## src/rtl/uart_pkg.sv

```systemverilog
// rtl/uart_pkg.sv - shared UART defaults and line-state encoding
package uart_pkg;

    localparam int UART_OVERSAMPLE = 16;
    localparam int UART_DATA_BITS  = 8;

    typedef enum logic [2:0] {
        IDLE   = 3'd0,
        START  = 3'd1,
        DATA   = 3'd2,
        PARITY = 3'd3,
        STOP   = 3'd4,
        BREAK  = 3'd5
    } uart_state_e;

endpackage

```

## src/rtl/uart_sync2.sv

```systemverilog
// rtl/uart_sync2.sv - two-flop synchronizer for an idle-high serial line
module uart_sync2 (
    input  logic clk,
    input  logic rst_n,
    input  logic d,
    output logic q
);

    logic meta;

    // Both stages reset high so an idle line never looks like a start edge.
    always_ff @(posedge clk or negedge rst_n) begin
        if (!rst_n) begin
            meta <= 1'b1;
            q    <= 1'b1;
        end else begin
            meta <= d;
            q    <= meta;
        end
    end

endmodule

```

## src/rtl/uart_rx.sv

```systemverilog
// rtl/uart_rx.sv - oversampling 8N1 UART receiver, optional even parity via UART_RX_PARITY_EN
module uart_rx
    import uart_pkg::*;
#(
    parameter int OVERSAMPLE = UART_OVERSAMPLE,
    parameter int DATA_BITS  = UART_DATA_BITS
) (
    input  logic                 clk,
    input  logic                 rst_n,
    input  logic                 sample_tick,
    input  logic                 rx,
    input  logic                 data_ready,
    output logic [DATA_BITS-1:0] data_out,
    output logic                 data_valid,
    output logic                 frame_err,
    output logic                 overrun,
    output logic                 busy
`ifdef UART_RX_PARITY_EN
    ,
    output logic                 parity_err
`endif
);

    localparam int CNT_W = $clog2(OVERSAMPLE);
    localparam int BIT_W = $clog2(DATA_BITS);

    localparam logic [CNT_W-1:0] CNT_MID  = CNT_W'(OVERSAMPLE / 2 - 1);
    localparam logic [CNT_W-1:0] CNT_LAST = CNT_W'(OVERSAMPLE - 1);
    localparam logic [BIT_W-1:0] BIT_LAST = BIT_W'(DATA_BITS - 1);

    logic                 line;
    uart_state_e          state_q, state_d;
    logic [CNT_W-1:0]     cnt_q, cnt_d;
    logic [BIT_W-1:0]     bit_q, bit_d;
    logic [DATA_BITS-1:0] shreg_q, shreg_d;
    logic                 load_q, load_d;
    logic                 ferr_d;
`ifdef UART_RX_PARITY_EN
    logic                 par_bad_q, par_bad_d;
`endif

    uart_sync2 u_sync (
        .clk   (clk),
        .rst_n (rst_n),
        .d     (rx),
        .q     (line)
    );

    assign busy = (state_q != IDLE);

    // Frame sequencing: everything advances only on sample ticks.
    always_comb begin
        state_d = state_q;
        cnt_d   = cnt_q;
        bit_d   = bit_q;
        shreg_d = shreg_q;
        load_d  = 1'b0;
        ferr_d  = 1'b0;
`ifdef UART_RX_PARITY_EN
        par_bad_d = par_bad_q;
`endif
        if (sample_tick) begin
            case (state_q)
                IDLE: begin
                    if (!line) begin
                        state_d = START;
                        cnt_d   = '0;
                    end
                end
                START: begin
                    if (cnt_q == CNT_MID) begin
                        if (line) begin
                            state_d = IDLE;
                        end else begin
                            state_d = DATA;
                            cnt_d   = '0;
                            bit_d   = '0;
                        end
                    end else begin
                        cnt_d = cnt_q + CNT_W'(1);
                    end
                end
                DATA: begin
                    if (cnt_q == CNT_LAST) begin
                        shreg_d = {line, shreg_q[DATA_BITS-1:1]};
                        cnt_d   = '0;
                        bit_d   = bit_q + BIT_W'(1);
                        if (bit_q == BIT_LAST) begin
`ifdef UART_RX_PARITY_EN
                            state_d = PARITY;
`else
                            state_d = STOP;
`endif
                        end
                    end else begin
                        cnt_d = cnt_q + CNT_W'(1);
                    end
                end
`ifdef UART_RX_PARITY_EN
                PARITY: begin
                    if (cnt_q == CNT_LAST) begin
                        par_bad_d = line ^ (^shreg_q);
                        cnt_d     = '0;
                        state_d   = STOP;
                    end else begin
                        cnt_d = cnt_q + CNT_W'(1);
                    end
                end
`endif
                STOP: begin
                    if (cnt_q == CNT_LAST) begin
                        cnt_d = '0;
                        if (line) begin
                            load_d  = 1'b1;
                            state_d = IDLE;
                        end else begin
                            ferr_d  = 1'b1;
                            state_d = BREAK;
                        end
                    end else begin
                        cnt_d = cnt_q + CNT_W'(1);
                    end
                end
                BREAK: begin
                    if (line) begin
                        state_d = IDLE;
                    end
                end
                default: begin
                    state_d = IDLE;
                end
            endcase
        end
    end

    // Receiver state registers; a reset mid-frame simply drops the frame.
    always_ff @(posedge clk or negedge rst_n) begin
        if (!rst_n) begin
            state_q   <= IDLE;
            cnt_q     <= '0;
            bit_q     <= '0;
            shreg_q   <= '0;
            load_q    <= 1'b0;
            frame_err <= 1'b0;
`ifdef UART_RX_PARITY_EN
            par_bad_q <= 1'b0;
`endif
        end else begin
            state_q   <= state_d;
            cnt_q     <= cnt_d;
            bit_q     <= bit_d;
            shreg_q   <= shreg_d;
            load_q    <= load_d;
            frame_err <= ferr_d;
`ifdef UART_RX_PARITY_EN
            par_bad_q <= par_bad_d;
`endif
        end
    end

    // Holding register: a new byte always wins; overwriting an unaccepted byte is sticky overrun.
    always_ff @(posedge clk or negedge rst_n) begin
        if (!rst_n) begin
            data_out   <= '0;
            data_valid <= 1'b0;
            overrun    <= 1'b0;
`ifdef UART_RX_PARITY_EN
            parity_err <= 1'b0;
`endif
        end else begin
`ifdef UART_RX_PARITY_EN
            parity_err <= load_q & par_bad_q;
`endif
            if (load_q) begin
                data_out   <= shreg_q;
                data_valid <= 1'b1;
                if (data_valid && !data_ready) begin
                    overrun <= 1'b1;
                end
            end else if (data_valid && data_ready) begin
                data_valid <= 1'b0;
            end
        end
    end

endmodule

```

## config.mk

```make
export PLATFORM = sky130hd
export DESIGN_NAME = uart_rx
export DESIGN_NICKNAME = d
export VERILOG_FILES = /design/src/rtl/uart_pkg.sv /design/src/rtl/uart_sync2.sv /design/src/rtl/uart_rx.sv
export SDC_FILE = /design/constraint.sdc
export NUM_CORES = 1
export LEC_CHECK = 0
export ABC_AREA = 1
export ABC_CLOCK_PERIOD_IN_PS = 2100
export BUFFER_PORTS_ARGS = -buffer_cell sky130_fd_sc_hd__buf_2
export CORE_ASPECT_RATIO = 1.25
export CORE_MARGIN = 8
export CORE_UTILIZATION = 40
export DETAILED_ROUTE_END_ITERATION = 10
export PLACE_DENSITY = 0.68
export SKIP_CTS_REPAIR_TIMING = 1
export SLEW_MARGIN = 30
export SYNTH_ARGS = -nofsm -noshare
export SYNTH_HDL_FRONTEND = slang
export SYNTH_SLANG_ARGS = --single-unit
```

## constraint.sdc

```tcl
create_clock -name clk -period 2.1 [get_ports clk]
set_input_delay 0.315 -clock clk [delete_from_list [all_inputs] [get_ports clk]]
set_output_delay 0.315 -clock clk [all_outputs]
set_load 0.03 [all_outputs]
```

==> flow_metrics.py, run 1 <==
metrics = {
    "cells_and_area": {
        "layout.nets": 217,
        "layout.filler_cells": 376,
        "fin_cells": 250,
        "layout-area-overhead-vs-synth_pct": 13.7,
        "antennaDiodeCount": 0,
        "final_layout_size_suffix_gt1_share_pct": 15.7,
    },
    "synth": {
        "synth_area_in_compound_gates_pct": 5.73,
        "synth.top_cell.area_share_pct": 49.1,
        "synth-xor-area-share_pct": 0.573,
        "combinational_family_with_the_most_area_after_synthesis": "simple AND/OR/NAND/NOR gates",
        "ys_dominant_reg_cell": "sky130_fd_sc_hd__dfrtp_1",
        "async_reset_ff_share_pct": 100,
        "synth_top_cells_by_count": "75 x sky130_fd_sc_hd__nand2_1, 30 x sky130_fd_sc_hd__dfrtp_1, 23 x sky130_fd_sc_hd__inv_1",
        "synth_top_cell_by_area": "sky130_fd_sc_hd__dfrtp_1",
        "synthCells": 188,
        "synth_mux_area_share_pct": 0,
        "synth.area.top_cells": "sky130_fd_sc_hd__dfrtp_1 49%, sky130_fd_sc_hd__nand2_1 18%, sky130_fd_sc_hd__inv_1 5.7%",
        "postSynthAreaPerCell_sq_um": 8.13,
        "synth.yosys.warnings": 0,
        "synth_most_common_cell": "sky130_fd_sc_hd__nand2_1",
        "netlist_area_sq_um": 1530,
        "yosysUniqueCellTypes": 23,
        "synth.ff_latch_count": 32,
        "number_of_nets_in_the_synthesized_netlist": 196,
        "synth_sequential_area_ratio_pct": 52.6,
        "synth-adder-area-share_pct": 2.46,
        "synth_enable_flop_cells": 0,
        "post_synth_and_or_nand_nor_area_fraction_pct": 31.8,
    },
    "timing": {
        "finClkSkew_ns": 0.00259,
        "worst_pin_slew_ns": 0.702,
        "clock.fmax_mhz": 661,
        "setup_viol": 0,
        "finalHoldViolations": 0,
        "grt_setup_unrepaired": "no",
        "slew_headroom_pct": 53.2,
        "finalWorstPathRequiredPeriod_ns": 1.51,
        "setup_tns_final_ns": 0,
        "slew_violations": 0,
        "min_period_over_period_pct": 72.0,
    },
    "critical_path": {
        "crit_path_end_kind": "flip-flop",
        "cp_max_fo": 15,
        "critical_path_class": "reg -> reg",
        "setup.worst_path.start_class": "flip-flop",
        "cp_data_arrival_time_ns": 1.73,
        "cp_data_required_time_ns": 2.32,
    },
    "placement": {
        "place.detailed.instances": 242,
        "place.port_buffers": 16,
        "gp_congestion": 0.844,
        "place_hpwl_um": 2080,
    },
    "drt": {
        "post-route-drc-count": 0,
        "drt-initial-drc-count": 45,
        "route.antenna.remaining_nets": 0,
        "wl_per_cell_um": 11.4,
        "count_of_vias_placed_by_the_detailed_router": 1189,
        "totalWireLength_um": 2850,
        "viasPerCell": 4.76,
        "detailedRoute.firstPassIterationCount": 4,
    },
    "die": {
        "io-pin-count": 17,
        "initial_utilization_pct": 41.0,
        "die_boundary_width_um": 71.3,
        "coreArea_sq_um": 3720,
        "die_height_um": 85.1,
        "design.die.area_sq_um": 6070,
        "rows": 25,
    },
    "global_route": {
        "antenna_found_initial": 0,
        "grt_start_max_net_pins": 33,
        "globalRouteTotalUtil_pct": 10.5,
        "first_pass_grt_wire_length_um": 5020,
        "gr-total-overflow": 0,
        "via_count_of_the_first_global_routing_pass": 1176,
    },
    "cts": {
        "number_of_sinks_driven_by_the_clock_tree": 32,
        "clockRootBuffer": "sky130_fd_sc_hd__clkbuf_8",
        "tritoncts": "built",
        "cts.reportedPaths.clkPinSlew_ns": 0.06,
        "clock_insertion_delay_worst_skew_ns": 0.27,
        "cts-root-to-sink-buffers": 2,
        "cts_made_buffers": 5,
        "h-tree-depth": 2,
    },
    "power_and_ir_drop": {
        "ir_worst_vdd_mv": 0.615,
        "power.density_nw_per_um2": 1000,
        "leakagePower_nw": 1.02,
    },
    "flow_run": {
        "max-cap-violations": 0,
    },
    "outcome": {
        "status": "complete, no violations",
    },
    "worst_hold_path": {
        "min-delay-path-class": "in -> async",
    },
}
-- critical path: stages (launching register included) --
cell	delay, ns
sky130_fd_sc_hd__dfrtp_1	0.38
sky130_fd_sc_hd__ha_1	0.22
sky130_fd_sc_hd__nand2_2	0.11
sky130_fd_sc_hd__nor2_4	0.14
sky130_fd_sc_hd__nand2_4	0.09
sky130_fd_sc_hd__nor2_8	0.17
sky130_fd_sc_hd__inv_2	0.08
sky130_fd_sc_hd__or2_0	0.20
sky130_fd_sc_hd__nand2_1	0.06
-- stage by stage --
step                setup WS, ns  power, mW  util [%]  cell area, sq um  hold slack, ns
floorplan                  0.787       1.15         -              1530          0.0194
global placement           0.651       1.28      44.2              1650           0.346
detailed placement         0.606       1.28      44.2              1650           0.351
CTS                        0.581       1.77      46.7              1740           0.107
global route               0.448       1.89      46.7              1740           0.119
finish                     0.588       1.74      46.7              1740          0.0823
-- report_power, final --
group,total [mW],switching (mW),internal [mW]
logic,0.537,0.376,0.162
clock network,0.469,0.202,0.267
registers,0.739,0.0699,0.669
total,1.74,0.647,1.10
-- cell families (layout without fill, tap and decap cells) --
kind of cell	count (synthesis)	after routing
buf+inv	27	49
fa+ha+maj	3	3
xor+xnor	1	1
simple gates	108	108
flops	32	32
compound gates	17	17
-- cell type report --
cell class	instances	area, sq um	area share (%)
inverter	25	93.8	5.40
multi-input combinational	129	619	35.7
tap	40	50.0	2.88
clock buffer	8	90.1	5.19
sequential	32	803	46.3
timing repair buffer	16	80.1	4.61
-- registers in the layout, summed over array words and instances, names as in the netlist --
| signal | flops |
|---|---|
| data_out | 8 |
| shreg_q | 8 |
| cnt_q | 4 |
| bit_q | 3 |
| state_q | 3 |
| data_valid | 1 |
| frame_err | 1 |
| load_q | 1 |
| overrun | 1 |
| u_sync.meta | 1 |
| u_sync.q | 1 |
-- layer usage --
| metal | vias up | wire, um | track usage [%] | share of wire (%) |
|---|---|---|---|---|
| li1 | 622 | - | - | - |
| met1 | 539 | 1340 | 11.6 | 47 |
| met2 | 24 | 1270 | 16.8 | 45 |
| met3 | 4 | 174 | 4.25 | 6.1 |
| met4 | 0 | 61 | 5.50 | 2.1 |
| met5 | - | 0 | 0 | 0 |
-- path summary, 6_finish.rpt --
| kind | end | slack (ns) | depth (start not counted) | startpoint |
|---|---|---|---|---|
| max in group asynchronous | state_q[0] | 1.57 | 1 | rst_n |
| hold / removal | data_out[3] | 0.08 | 1 | rst_n |
| setup reg to reg | bit_q[0] | 0.59 | 8 | cnt_q[0] |
| hold reg to reg | u_sync.q | 0.36 | 0 | u_sync.meta |
| setup / recovery | bit_q[0] | 0.59 | 8 | cnt_q[0] |
| min in group clk | u_sync.meta | 0.13 | 1 | rx |
-- placed cells by master, fill, tap and decap left out --
cell and instances:
sky130_fd_sc_hd__nor2_1 9, sky130_fd_sc_hd__nand2_2 1, sky130_fd_sc_hd__clkbuf_1 2, sky130_fd_sc_hd__nor2_4 1, sky130_fd_sc_hd__dfstp_2 2, sky130_fd_sc_hd__nand3_1 12, sky130_fd_sc_hd__clkbuf_8 6, sky130_fd_sc_hd__or2_0 1
sky130_fd_sc_hd__o21bai_1 1, sky130_fd_sc_hd__buf_2 16, sky130_fd_sc_hd__ha_1 3, sky130_fd_sc_hd__nand3_4 1, sky130_fd_sc_hd__inv_2 2, sky130_fd_sc_hd__nor3_1 1, sky130_fd_sc_hd__o21ai_0 16, sky130_fd_sc_hd__nor2_2 2
sky130_fd_sc_hd__nand2_1 75, sky130_fd_sc_hd__nand2_4 1, sky130_fd_sc_hd__dfrtp_1 30, sky130_fd_sc_hd__inv_1 23, sky130_fd_sc_hd__nor2_8 1, sky130_fd_sc_hd__xor2_1 1, sky130_fd_sc_hd__nand3b_1 1, sky130_fd_sc_hd__nand4_1 2
Note: power is estimated with default switching activity, not from simulation.
==> run 2: changes to the inputs <==
--- a/config.mk
+++ b/config.mk
@@ -5,8 +5,8 @@
 export SDC_FILE = /design/constraint.sdc
 export NUM_CORES = 1
 export LEC_CHECK = 0
-export ABC_AREA = 1
-export ABC_CLOCK_PERIOD_IN_PS = 2100
+export ABC_AREA = 0
+export ABC_CLOCK_PERIOD_IN_PS = 1400
 export BUFFER_PORTS_ARGS = -buffer_cell sky130_fd_sc_hd__buf_2
 export CORE_ASPECT_RATIO = 1.25
 export CORE_MARGIN = 8
==> constraint.sdc (replaced) <==
create_clock -name clk -period 1.4 [get_ports clk]
set_input_delay 0.21 -clock clk [delete_from_list [all_inputs] [get_ports clk]]
set_output_delay 0.21 -clock clk [all_outputs]
set_load 0.03 [all_outputs]
==> flow_metrics.py, run 2 <==
metrics = {
    "placement": {
        "place_hpwl_um": 2340,
        "place.port_buffers": 16,
        "gp_congestion": 0.885,
        "detailed_place.area_sq_um": 1850,
    },
    "cts": {
        "tritoncts": "built",
        "clock_insertion_delay_worst_skew_ns": 0.28,
        "cts.reportedPaths.clkPinSlew_ns": 0.06,
        "cts_made_buffers": 5,
        "cts-root-to-sink-buffers": 2,
        "number_of_sinks_driven_by_the_clock_tree": 32,
        "h-tree-depth": 2,
        "clockRootBuffer": "sky130_fd_sc_hd__clkbuf_8",
    },
    "timing": {
        "finalHoldViolations": 0,
        "slew_headroom_pct": 73.2,
        "worst_slack_ns": -0.304,
        "setup_viol": 19,
        "clock.fmax_mhz": 587,
        "grt_setup_unrepaired": "yes",
        "min_period_over_period_pct": 122,
        "slew_violations": 0,
        "worst_pin_slew_ns": 0.402,
        "finalWorstPathRequiredPeriod_ns": 1.70,
        "finClkSkew_ns": 0.00584,
    },
    "die": {
        "rows": 25,
        "coreArea_sq_um": 3690,
        "design.die.area_sq_um": 5940,
        "io-pin-count": 17,
        "initial_utilization_pct": 40.3,
        "die_boundary_width_um": 70.6,
        "die_height_um": 84.2,
    },
    "global_route": {
        "grt_start_max_net_pins": 20,
        "via_count_of_the_first_global_routing_pass": 1217,
        "antenna_found_initial": 0,
        "globalRouteTotalUtil_pct": 11.4,
        "gr-total-overflow": 0,
        "first_pass_grt_wire_length_um": 5440,
    },
    "flow_run": {
        "max-cap-violations": 0,
    },
    "critical_path": {
        "critical_path_class": "reg -> reg",
        "crit_path_end_kind": "flip-flop",
        "cp_data_required_time_ns": 1.56,
        "cp_max_fo": 7,
        "setup.reg_to_reg.worst_slack_ns": -0.30,
        "setup.worst_path.start_class": "flip-flop",
        "cp_data_arrival_time_ns": 1.87,
    },
    "cells_and_area": {
        "layout-area-overhead-vs-synth_pct": 43.8,
        "final_cell_mix": "28 x sky130_fd_sc_hd__dfrtp_1, 28 x sky130_fd_sc_hd__buf_4, 15 x sky130_fd_sc_hd__buf_2",
        "largestRegisters": "data_out: 8 flops, shreg_q: 8 flops, cnt_q: 4 flops",
        "finish.instance_area_sq_um": 2140,
        "layout.nets": 178,
        "antennaDiodeCount": 0,
        "layout.filler_cells": 301,
        "regArea_sq_um": 806,
        "final_layout_size_suffix_gt1_share_pct": 59.1,
        "multi_input_comb_area_sq_um": 757,
    },
    "synth": {
        "synth_sequential_area_ratio_pct": 53.9,
        "synth.ff_latch_count": 32,
        "synth_most_common_cell": "sky130_fd_sc_hd__dfrtp_1",
        "synth.top_cell.area_share_pct": 50.4,
        "ys_dominant_reg_cell": "sky130_fd_sc_hd__dfrtp_1",
        "synth_top_cell_by_area": "sky130_fd_sc_hd__dfrtp_1",
        "synth.area.top_cells": "sky130_fd_sc_hd__dfrtp_1 50%, sky130_fd_sc_hd__mux2_2 13%, sky130_fd_sc_hd__dfstp_2 3.5%",
        "netlist_area_sq_um": 1490,
        "synth_enable_flop_cells": 0,
        "yosysUniqueCellTypes": 42,
        "number_of_nets_in_the_synthesized_netlist": 125,
        "synth.yosys.warnings": 0,
        "synthCells": 117,
        "synth_top_cells_by_count": "30 x sky130_fd_sc_hd__dfrtp_1, 17 x sky130_fd_sc_hd__mux2_2, 7 x sky130_fd_sc_hd__nor2_1",
        "async_reset_ff_share_pct": 100,
        "postSynthAreaPerCell_sq_um": 12.7,
    },
    "outcome": {
        "status": "finished, violations left",
        "failed_checks": "negative setup slack",
    },
    "power_and_ir_drop": {
        "leakagePower_nw": 1.06,
        "ir_worst_vdd_mv": 0.885,
        "power_after_layout_mw": 3.25,
        "power.density_nw_per_um2": 1520,
    },
    "drt": {
        "drt-initial-drc-count": 47,
        "route.antenna.remaining_nets": 0,
        "totalWireLength_um": 3360,
        "count_of_vias_placed_by_the_detailed_router": 1151,
        "viasPerCell": 5.45,
        "post-route-drc-count": 0,
        "wl_per_cell_um": 15.9,
        "detailedRoute.firstPassIterationCount": 4,
    },
    "worst_hold_path": {
        "min-delay-path-class": "in -> reg",
    },
}
[run 2: changes by cell type in the layout (fill, tap and decap cells not counted), moves of 3 or more]
cell / change
sky130_fd_sc_hd__nand3_1: -11
sky130_fd_sc_hd__inv_1: -17
sky130_fd_sc_hd__nor2_1: -3
sky130_fd_sc_hd__mux2_2: +8
sky130_fd_sc_hd__buf_4: +28
sky130_fd_sc_hd__buf_6: +7
sky130_fd_sc_hd__o21ai_0: -14
sky130_fd_sc_hd__nand2_1: -72
sky130_fd_sc_hd__mux2_4: +10
[run 2: worst paths after layout]
check                       startpoint     endpoint  cells after the start
max                         state_q[1]     bit_q[0]                      4
min                                 rx  u_sync.meta                      1
max reg2reg                 state_q[1]     bit_q[0]                      4
min reg2reg                u_sync.meta     u_sync.q                      0
max in group asynchronous        rst_n   state_q[2]                      3
min in group asynchronous        rst_n  data_out[1]                      2
[run 2: where the power goes]
part	internal (mW)	total, mW	switching (mW)
Sequential	1.02	1.13	0.119
Combinational	0.707	1.25	0.547
Clock	0.526	0.861	0.335
Total	2.25	3.25	1.00
[run 2: cells by family after synthesis]
family                     synth area share (%)
AOI/OAI and AO/OA                          11.9
xor gates and xnor gates                  0.588
adders and majority gates                  2.52
buffers and inverters                      5.13
DFF                                        53.9
muxes                                      15.2
and+or+nand+nor                            10.8
[run 2: cell type report]
type	instances	area share, %
inverter	6	1.05
tap	40	2.34
clock inverter	3	1.99
clock buffer	5	3.21
timing repair buffer	52	18.4
multi-input combinational	73	35.4
sequential	32	37.6
[run 2: through the flow]
| stage | setup WS [ns] | hold slack [ns] | util, % | std cells | TNS, ns |
|---|---|---|---|---|---|
| final | -0.304 | 0.0272 | 58.0 | 211 | -3.22 |
| after global placement | -0.260 | 0.125 | 50.2 | 196 | -2.86 |
| after floorplan | -0.222 | -0.0856 | - | 117 | -2.41 |
| after global routing | -0.343 | 0.0112 | 58.0 | 211 | -4.26 |
| after detailed placement | -0.295 | 0.135 | 50.2 | 196 | -3.14 |
| after CTS | -0.322 | -0.177 | 53.2 | 204 | -3.80 |
[run 2: worst max-delay path, cell delays in order, from the launching register on]
cell and delay [ns]:
sky130_fd_sc_hd__dfrtp_2 0.48, sky130_fd_sc_hd__nor4b_4 0.26, sky130_fd_sc_hd__a31oi_1 0.07, sky130_fd_sc_hd__or4b_4 0.50
sky130_fd_sc_hd__mux2_4 0.28
[run 2: layer usage]
metal	track usage, %	vias up	share of wire [%]
met5	0	-	0
met4	4.74	0	2.4
met3	5.24	8	6.9
met2	18.7	35	51
met1	12.4	571	40
li1	-	537	-
==> run 3: changes to the inputs <==
--- a/config.mk
+++ b/config.mk
@@ -10,9 +10,9 @@
 export BUFFER_PORTS_ARGS = -buffer_cell sky130_fd_sc_hd__buf_2
 export CORE_ASPECT_RATIO = 1.25
 export CORE_MARGIN = 8
-export CORE_UTILIZATION = 40
+export CORE_UTILIZATION = 39
 export DETAILED_ROUTE_END_ITERATION = 10
-export PLACE_DENSITY = 0.68
+export PLACE_DENSITY = 0.67
 export SKIP_CTS_REPAIR_TIMING = 1
 export SLEW_MARGIN = 30
 export SYNTH_ARGS = -nofsm -noshare
==> flow_metrics.py, run 3 (synthesis gave the netlist of run 2 again) <==
metrics = {
    "outcome": {
        "status": "finished, violations left",
        "failed_checks": "negative setup slack",
    },
    "cts": {
        "cts.reportedPaths.clkPinSlew_ns": 0.06,
        "tritoncts": "built",
        "clockRootBuffer": "sky130_fd_sc_hd__clkbuf_8",
        "clock_insertion_delay_worst_skew_ns": 0.28,
        "cts_made_buffers": 5,
        "h-tree-depth": 2,
        "cts-root-to-sink-buffers": 2,
        "number_of_sinks_driven_by_the_clock_tree": 32,
    },
    "power_and_ir_drop": {
        "power.clock.fraction_pct": 24.7,
        "sequentialPowerShare_pct": 37.1,
        "total_net_switching_power_mw": 0.895,
        "ir_worst_vdd_mv": 0.850,
        "internal_power_mw": 2.11,
        "sw_frac_of_total_pct": 29.8,
        "leakagePower_nw": 1.04,
        "power_frac_comb_pct": 38.3,
        "power_after_layout_mw": 3.01,
        "power.density_nw_per_um2": 1450,
    },
    "timing": {
        "slew_headroom_pct": 73.2,
        "finClkSkew_ns": 0.00493,
        "setup_tns_final_ns": -3.02,
        "clock.fmax_mhz": 599,
        "worst_pin_slew_ns": 0.403,
        "grt_setup_unrepaired": "yes",
        "finalWorstPathRequiredPeriod_ns": 1.67,
        "finalHoldViolations": 0,
        "fin_hold_ws_ns": 0.0271,
        "worst_slack_ns": -0.269,
        "setup_viol": 19,
        "slew_violations": 0,
        "min_period_over_period_pct": 119,
    },
    "drt": {
        "viasPerCell": 5.31,
        "detailedRoute.firstPassIterationCount": 4,
        "totalWireLength_um": 3110,
        "post-route-drc-count": 0,
        "wl_per_cell_um": 14.9,
        "route.antenna.remaining_nets": 0,
        "count_of_vias_placed_by_the_detailed_router": 1109,
        "drt-initial-drc-count": 29,
    },
    "placement": {
        "post-place-ws_ns": -0.272,
        "place_hpwl_um": 2250,
        "gp_congestion": 0.848,
        "place.port_buffers": 16,
    },
    "cells_and_area": {
        "largestRegisters": "data_out: 8 flops, shreg_q: 8 flops, cnt_q: 4 flops",
        "layout.nets": 177,
        "antennaDiodeCount": 0,
        "multi_input_comb_area_sq_um": 724,
        "final_layout_size_suffix_gt1_share_pct": 58.0,
        "layout_commonest_cell": "sky130_fd_sc_hd__buf_4",
        "layout.filler_cells": 314,
        "layout-area-overhead-vs-synth_pct": 39.4,
        "regArea_sq_um": 807,
        "final_core_utilization_pct": 55.8,
        "final_cell_mix": "30 x sky130_fd_sc_hd__buf_4, 27 x sky130_fd_sc_hd__dfrtp_1, 15 x sky130_fd_sc_hd__buf_2",
    },
    "global_route": {
        "gr-total-overflow": 0,
        "grt_start_max_net_pins": 20,
        "antenna_found_initial": 0,
        "first_pass_grt_wire_length_um": 5150,
        "via_count_of_the_first_global_routing_pass": 1151,
        "globalRouteTotalUtil_pct": 10.5,
    },
    "critical_path": {
        "cp_data_arrival_time_ns": 1.83,
        "setup.worst_path.start_class": "flip-flop",
        "cp_data_required_time_ns": 1.56,
        "crit_path_end_kind": "flip-flop",
        "critical_path_class": "reg -> reg",
        "cp_max_fo": 5,
    },
    "die": {
        "die_boundary_width_um": 71.3,
        "initial_utilization_pct": 40.0,
        "die_height_um": 85.1,
        "coreArea_sq_um": 3720,
        "design.die.area_sq_um": 6060,
        "io-pin-count": 17,
        "rows": 25,
    },
    "worst_hold_path": {
        "min-delay-path-class": "in -> reg",
    },
    "flow_run": {
        "max-cap-violations": 0,
    },
}
==> run 3: cell count changes in the layout (fill, tap and decap cells not counted), moves of 2 or more <==
cell	previous run	this run
sky130_fd_sc_hd__nor3_2	0	2
sky130_fd_sc_hd__buf_4	28	30
sky130_fd_sc_hd__clkbuf_8	5	7
sky130_fd_sc_hd__buf_6	7	4
sky130_fd_sc_hd__nor3_1	3	1
==> run 3: through the flow <==
step                cell area, sq um  instances
finish                          2080        209
global route                    2080        209
CTS                             1930        201
detailed placement              1840        194
global placement                1840        194
floorplan                       1540        117
==> run 3: power groups by stage <==
stage	clock network (mW)	registers (mW)	logic [mW]
6_report	0.741	1.11	1.15
5_1_grt	0.806	1.12	1.27
4_1_cts	0.767	1.11	0.933
3_5_place_dp	0	1.13	0.925
3_3_place_gp	0	1.12	0.903
2_1_floorplan	0	1.10	0.569
==> run 3: metal layers <==
layer  track usage, %  vias up  share of wire (%)
met5                0        -                  0
met4             3.98        0               0.35
met3             4.25        2                5.1
met2             17.2       23                 53
met1             12.0      551                 42
li1                 -      533                  -
==> run 3: final cells by class <==
cell class                 count  share of cell area [%]
tap                           40                    2.41
clock buffer                   7                    4.64
timing repair buffer          51                    18.1
sequential                    32                    38.9
inverter                       6                    1.08
multi-input combinational     73                    34.9
==> run 3: critical path: stages, from the launching register on <==
cell and delay (ns):
sky130_fd_sc_hd__dfrtp_2 0.46, sky130_fd_sc_hd__nor4b_4 0.26, sky130_fd_sc_hd__a31oi_1 0.06, sky130_fd_sc_hd__or4b_4 0.50, sky130_fd_sc_hd__mux2_4 0.27
==> run 3: final timing paths <==
path / startpoint / end / slack [ns] / cells after the start
min in group asynchronous: rst_n / bit_q[2] / 0.38 / 2
max in group asynchronous: rst_n / state_q[0] / 0.60 / 3
max reg2reg: state_q[1] / bit_q[0] / -0.27 / 4
max: state_q[1] / bit_q[0] / -0.27 / 4
min reg2reg: u_sync.meta / u_sync.q / 0.36 / 0
min: rx / u_sync.meta / 0.03 / 1
